File: config.mk
export PLATFORM = sky130hd
export DESIGN_NAME = retry_fail_arbiter_flat
export DESIGN_NICKNAME = d
export VERILOG_FILES = /design/src/rtl/retry_fail_arbiter_if.sv /design/src/rtl/retry_fail_arbiter.sv /design/src/flat_wrapper.sv
export SDC_FILE = /design/constraint.sdc
export NUM_CORES = 1
export LEC_CHECK = 0
export ABC_AREA = 1
export ABC_CLOCK_PERIOD_IN_PS = 2800
export BUFFER_PORTS_ARGS = -buffer_cell sky130_fd_sc_hd__buf_2
export CAP_MARGIN = 20
export CORE_ASPECT_RATIO = 0.9
export CORE_MARGIN = 1.5
export CORE_UTILIZATION = 56
export DETAILED_ROUTE_END_ITERATION = 10
export PLACE_DENSITY = 0.9
export SYNTH_ARGS = -nofsm -noshare
export SYNTH_HDL_FRONTEND = slang
export SYNTH_SLANG_ARGS = --single-unit
File: constraint.sdc
create_clock -name clk_i -period 2.8 [get_ports clk_i]
set_input_delay 0.28 -clock clk_i [delete_from_list [all_inputs] [get_ports clk_i]]
set_output_delay 0.28 -clock clk_i [all_outputs]
set_load 0.01 [all_outputs]
File: src/rtl/retry_fail_arbiter_if.sv
// rtl/retry_fail_arbiter_if.sv - failed-ID request/retry handshake bundle for retry_fail_arbiter
//
// Signal names are from the arbiter's point of view:
//   failed_id_i     NUM_REQ*ID_SIZE  failed ID per requester
//   failed_valid_i  NUM_REQ          failed ID valid per requester
//   failed_ready_o  NUM_REQ          grant per requester
//   failed_id_o     ID_SIZE          ID forwarded to retry_start
//   failed_valid_o  1                retry request valid
//   failed_ready_i  1                retry_start ready
// slave  : arbiter side
// master : requester + retry_start side (testbench / integration)
interface retry_fail_arbiter_if #(
   parameter int NUM_REQ = 2,
   parameter int ID_SIZE = 2
);
   logic [NUM_REQ*ID_SIZE-1:0] failed_id_i;
   logic [NUM_REQ-1:0]         failed_valid_i;
   logic [NUM_REQ-1:0]         failed_ready_o;
   logic [ID_SIZE-1:0]         failed_id_o;
   logic                       failed_valid_o;
   logic                       failed_ready_i;

   modport slave (
      input  failed_id_i, failed_valid_i, failed_ready_i,
      output failed_ready_o, failed_id_o, failed_valid_o
   );

   modport master (
      output failed_id_i, failed_valid_i, failed_ready_i,
      input  failed_ready_o, failed_id_o, failed_valid_o
   );
endinterface

File: src/rtl/retry_fail_arbiter.sv
// rtl/retry_fail_arbiter.sv - round-robin failed-ID merger with per-ID retry budget
//
// Ports:
//   clk_i, rst_ni         clock, asynchronous active-low reset
//   bus (slave)           requester handshakes in, single retry request out
//   done_id_i/done_valid_i  completion strobe, clears the budget of that ID
//   abort_id_o/abort_valid_o  one-cycle pulse for an ID whose budget ran out
// Optional feature macro: RETRY_FAIL_ARBITER_STATS_EN
//   adds retry_total_o[31:0] (slot loads) and abort_total_o[15:0] (abort pulses),
//   both saturating.
module retry_fail_arbiter #(
   parameter int NUM_REQ     = 2,
   parameter int ID_SIZE     = 2,
   parameter int MAX_RETRIES = 3
) (
   input  logic               clk_i,
   input  logic               rst_ni,
   retry_fail_arbiter_if.slave bus,
   input  logic [ID_SIZE-1:0] done_id_i,
   input  logic               done_valid_i,
   output logic [ID_SIZE-1:0] abort_id_o,
   output logic               abort_valid_o
`ifdef RETRY_FAIL_ARBITER_STATS_EN
   ,
   output logic [31:0]        retry_total_o,
   output logic [15:0]        abort_total_o
`endif
);
   localparam int CNT_W  = $clog2(MAX_RETRIES + 1);
   localparam int NUM_ID = 2 ** ID_SIZE;
   localparam int PTR_W  = (NUM_REQ > 1) ? $clog2(NUM_REQ) : 1;

   logic               valid_q, valid_d;
   logic [ID_SIZE-1:0] id_q, id_d;
   logic               abort_valid_q, abort_valid_d;
   logic [ID_SIZE-1:0] abort_id_q, abort_id_d;
   logic [PTR_W-1:0]   rr_ptr_q, rr_ptr_d;
   logic [CNT_W-1:0]   cnt_q [NUM_ID];
   logic [CNT_W-1:0]   cnt_d [NUM_ID];

   logic               slot_free;
   logic               found;
   logic [PTR_W-1:0]   win;
   logic [ID_SIZE-1:0] win_id;
   logic               grant;
   logic               fwd;

   // Winner search: first valid requester at or after rr_ptr, wrapping.
   always_comb begin
      found = 1'b0;
      win   = '0;
      for (int i = 0; i < NUM_REQ; i++) begin
         automatic int idx = int'(rr_ptr_q) + i;
         if (idx >= NUM_REQ) idx = idx - NUM_REQ;
         if (!found && bus.failed_valid_i[idx]) begin
            found = 1'b1;
            win   = PTR_W'(idx);
         end
      end
   end

   assign slot_free = !valid_q || bus.failed_ready_i;
   assign grant     = found && slot_free;
   assign win_id    = bus.failed_id_i[int'(win)*ID_SIZE +: ID_SIZE];
   // Limit check uses the count before any same-cycle done clear.
   assign fwd       = grant && (cnt_q[win_id] < CNT_W'(MAX_RETRIES));

   always_comb begin
      for (int i = 0; i < NUM_REQ; i++) begin
         bus.failed_ready_o[i] = grant && (int'(win) == i);
      end
   end

   always_comb begin
      valid_d       = slot_free ? fwd : valid_q;
      id_d          = fwd ? win_id : id_q;
      abort_valid_d = grant && !fwd;
      abort_id_d    = (grant && !fwd) ? win_id : abort_id_q;
      rr_ptr_d      = rr_ptr_q;
      if (grant) begin
         rr_ptr_d = (int'(win) == NUM_REQ - 1) ? '0 : win + PTR_W'(1);
      end
      for (int k = 0; k < NUM_ID; k++) begin
         cnt_d[k] = cnt_q[k];
         if (done_valid_i && done_id_i == ID_SIZE'(k)) cnt_d[k] = '0;
         // A forward only happens below MAX_RETRIES, so +1 never wraps.
         if (grant && win_id == ID_SIZE'(k)) cnt_d[k] = fwd ? cnt_d[k] + CNT_W'(1) : '0;
      end
   end

   always_ff @(posedge clk_i or negedge rst_ni) begin
      if (!rst_ni) begin
         valid_q       <= 1'b0;
         id_q          <= '0;
         abort_valid_q <= 1'b0;
         abort_id_q    <= '0;
         rr_ptr_q      <= '0;
         for (int k = 0; k < NUM_ID; k++) cnt_q[k] <= '0;
      end else begin
         valid_q       <= valid_d;
         id_q          <= id_d;
         abort_valid_q <= abort_valid_d;
         abort_id_q    <= abort_id_d;
         rr_ptr_q      <= rr_ptr_d;
         for (int k = 0; k < NUM_ID; k++) cnt_q[k] <= cnt_d[k];
      end
   end

   assign bus.failed_valid_o = valid_q;
   assign bus.failed_id_o    = id_q;
   assign abort_valid_o      = abort_valid_q;
   assign abort_id_o         = abort_id_q;

`ifdef RETRY_FAIL_ARBITER_STATS_EN
   logic [31:0] retry_total_q;
   logic [15:0] abort_total_q;

   always_ff @(posedge clk_i or negedge rst_ni) begin
      if (!rst_ni) begin
         retry_total_q <= '0;
         abort_total_q <= '0;
      end else begin
         if (fwd && retry_total_q != '1) retry_total_q <= retry_total_q + 32'd1;
         if (abort_valid_d && abort_total_q != '1) abort_total_q <= abort_total_q + 16'd1;
      end
   end

   assign retry_total_o = retry_total_q;
   assign abort_total_o = abort_total_q;
`endif
endmodule

File: src/flat_wrapper.sv
// flat-port wrapper written by rule: the top's interface ports become plain ports
module retry_fail_arbiter_flat 
#(
   parameter int NUM_REQ     = 2,
   parameter int ID_SIZE     = 2,
   parameter int MAX_RETRIES = 3
)
  (clk_i, rst_ni, done_id_i, done_valid_i, abort_id_o, abort_valid_o, bus_failed_id_i, bus_failed_valid_i, bus_failed_ready_i, bus_failed_ready_o, bus_failed_id_o, bus_failed_valid_o);
  retry_fail_arbiter_if #(.NUM_REQ(NUM_REQ), .ID_SIZE(ID_SIZE)) bus_i ();
  input  logic clk_i;
  input  logic rst_ni;
  input  logic [ID_SIZE-1:0] done_id_i;
  input  logic done_valid_i;
  output logic [ID_SIZE-1:0] abort_id_o;
  output logic abort_valid_o;
  input wire logic [$bits(bus_i.failed_id_i)-1:0] bus_failed_id_i;
  input wire logic [$bits(bus_i.failed_valid_i)-1:0] bus_failed_valid_i;
  input wire logic [$bits(bus_i.failed_ready_i)-1:0] bus_failed_ready_i;
  output wire logic [$bits(bus_i.failed_ready_o)-1:0] bus_failed_ready_o;
  output wire logic [$bits(bus_i.failed_id_o)-1:0] bus_failed_id_o;
  output wire logic [$bits(bus_i.failed_valid_o)-1:0] bus_failed_valid_o;
  assign bus_i.failed_id_i = bus_failed_id_i;
  assign bus_i.failed_valid_i = bus_failed_valid_i;
  assign bus_i.failed_ready_i = bus_failed_ready_i;
  assign bus_failed_ready_o = bus_i.failed_ready_o;
  assign bus_failed_id_o = bus_i.failed_id_o;
  assign bus_failed_valid_o = bus_i.failed_valid_o;
  retry_fail_arbiter #(.NUM_REQ(NUM_REQ), .ID_SIZE(ID_SIZE), .MAX_RETRIES(MAX_RETRIES)) u_core (.clk_i(clk_i), .rst_ni(rst_ni), .bus(bus_i), .done_id_i(done_id_i), .done_valid_i(done_valid_i), .abort_id_o(abort_id_o), .abort_valid_o(abort_valid_o));
endmodule
==> impl_metrics.tcl <==
set metrics [dict create \
    cts_root_buf "clkbuf_4" \
    multiInputGateArea_sq_um 467 \
    synth_top_area_frac 0.404 \
    drc 0 \
    routabilityCongestion 0.852 \
    r2r_slack_ns 1.21 \
    power.density_nw_per_um2 716 \
    die_x_microns 45.9 \
    fill_cells 122 \
    hold_violations 0 \
    clockBufferDepth 2 \
    ant_nets 0 \
    crit_type "flip-flop to output pin" \
    grt_max_degree 16 \
    syn_to_final_growth_pct 17.1 \
    synth_cell_type_count 21 \
    drive_gt1_frac 0.308 \
    clk_pin_slew_worst_paths_ns 0.08 \
    dp_hpwl_microns 1430 \
    post_dp_cell_area_sq_um 1050 \
    dieArea_sq_um 1910 \
    finalSetupViolCount 0 \
    dieHeight_microns 41.7 \
    clkLatencyLatePin_ns 0.29 \
    place_ws_ns 1.22 \
    wire_per_inst_microns 11.2 \
    overflow 0 \
    cts_max_level 1 \
    postLayoutCellArea_sq_um 1090 \
    start_kind "flip-flop" \
    fin_ws_ns 0.967 \
    crit_end "bus_failed_ready_o[0]" \
    avgSynthCellArea_sq_um 7.81 \
    firstDrtPassIters 4 \
    setup_tns_ns 0 \
    rr_startpoint "u_core.rr_ptr_q$_DFFE_PN0P_" \
    cts_setup_buffers 0 \
    synth_area_sq_um 930 \
    status "finished clean" \
    seq_area_sq_um 375 \
    yosys_warnings 0 \
    worst_ep_required_time_ns 2.52 \
    num_io_pins 20 \
    slowest_stage "o22ai_2" \
    cts_buffers 3 \
    port_buffers 19 \
    drv_slew 0 \
    syn_nets 131 \
    antenna_found_initial 0 \
    power_mw 0.779 \
    fin_skew_ns 0.00583 \
    antenna_cells 0 \
    cts.sinks 15 \
    via_per_inst 5.02 \
    post_cts_resized 0 \
    ys_ff_latch 15 \
    layout_commonest_cell "nand2_1" \
    rows 13 \
    cp-end-kind "output pin" \
    grt_pass1_vias 704 \
    grtUsageTotal 0.229 \
    hold_buffers 1 \
    finalNetCount 156 \
    synth_area_leaders "dfrtp_1, nand2_1, inv_1" \
    initial_core_util 0.621 \
    startpoint "u_core.bus.failed_valid_o$_DFFE_PN0N_" \
    post-synth-top-area-cell "dfrtp_1" \
    tightest_slew_ns 0.458 \
    maxCapViolCount 0 \
    grt_pass1_wl_microns 3020 \
    r2r_end "u_core.bus.failed_valid_o$_DFFE_PN0N_" \
    cts_tree "yes" \
    relSlewSlack 0.694 \
    cp_max_fo 10 \
    cp_data_arrival_time_ns 1.55 \
    max_stage_delay_ns 0.36 \
    min_period_over_period 0.655 \
    yosysSeqAreaShare 0.404 \
    layout_common_cells "nand2_1, inv_1, buf_2" \
    min-delay-start "bus_failed_ready_i" \
    netlist_instances 119 \
    rsz0062_at_grt "false" \
    ir_worst_vdd_v 0.000567 \
    fin_crit_ns 1.83 \
    p_leak_nw 0.620 \
    max_freq_ghz 0.546 \
    drtIter0Drc 31 \
    vias 828 \
    core-area_sq_um 1500 \
    reg2reg_depth 12 \
    worstPathCellList "inv_1, o22ai_2, inv_2, nand2_1, inv_1, buf_2" \
    path_common_cell "inv_1" \
    drt_wl_total_microns 1840 \
    hold_class "primary input to flip-flop" \
]
==> through the flow <==
stage,utilization,cells,hold WS (ns)
after floorplan,-,119,-0.0156
after global placement,0.703,160,0.196
after detailed placement,0.703,160,0.200
after CTS,0.727,165,0.185
after global routing,0.727,165,0.235
final,0.727,165,0.189
==> worst max-delay path, delay by kind of cell, from the launching register on <==
family / cells / cell delay, ns
AO/OA/AOI/OAI: 1 / 0.36
flip-flops: 1 / 0.35
buffers and inverters: 4 / 0.44
AND/OR/NAND/NOR: 1 / 0.11
==> how the worst min path moves through the flow <==
stage                                                        to  cells after the start
after floorplan                u_core.abort_id_o[0]$_DFFE_PN0P_                      0
after global placement              u_core.rr_ptr_q$_DFFE_PN0P_                      1
after detailed placement  u_core.bus.failed_valid_o$_DFFE_PN0N_                      1
after CTS                 u_core.bus.failed_valid_o$_DFFE_PN0N_                      2
after global routing      u_core.bus.failed_valid_o$_DFFE_PN0N_                      2
final                     u_core.bus.failed_valid_o$_DFFE_PN0N_                      2
==> logic make-up (layout without fill, tap and decap cells) <==
logic type | count (synthesis) | count (layout) | synth area share
xor+xnor | 4 | 4 | 0.0377
buf+inv | 22 | 46 | 0.0942
simple gates | 72 | 72 | 0.412
compound gates | 6 | 6 | 0.0525
flops | 15 | 15 | 0.404
==> registers in the layout, indices dropped and copies added, names as in the netlist <==
| signal | cells |
|---|---|
| u_core.abort_id_o | 2 |
| u_core.abort_valid_o | 1 |
| u_core.bus.failed_id_o | 2 |
| u_core.bus.failed_valid_o | 1 |
| u_core.cnt_q | 8 |
| u_core.rr_ptr_q | 1 |
==> routing by layer <==
| layer | part of all wire | wire, microns | GRT usage |
|---|---|---|---|
| met5 | 0 | 0 | 0 |
| met1 | 0.45 | 832 | 0.297 |
| met3 | 0.054 | 100 | 0.0435 |
| met2 | 0.46 | 849 | 0.344 |
| met4 | 0.031 | 57 | 0.137 |
==> synthesized netlist by cell type, drive strengths merged <==
| master | number |
|---|---|
| dfrtp | 15 |
| inv | 22 |
| nand2 | 42 |
| nand3 | 14 |
| nand4 | 4 |
| nor2 | 2 |
| nor3 | 4 |
| nor4 | 2 |
| o21ai | 5 |
| o22ai | 1 |
| or2 | 4 |
| xnor2 | 2 |
| xor2 | 2 |
==> cell type report <==
type,instances,share of cell area
inverters,22,0.0805
clock buffers,4,0.0241
well taps,22,0.0253
multi-input cells,82,0.429
flip-flops and latches,15,0.345
repair buffers,20,0.0966
==> report_power, final <==
group	total, mW	internal (mW)	switching [mW]
clock	0.121	0.0554	0.0656
sequential	0.327	0.291	0.0364
combinational	0.330	0.128	0.203
total	0.779	0.474	0.305
(Power assumes the default switching activity.)
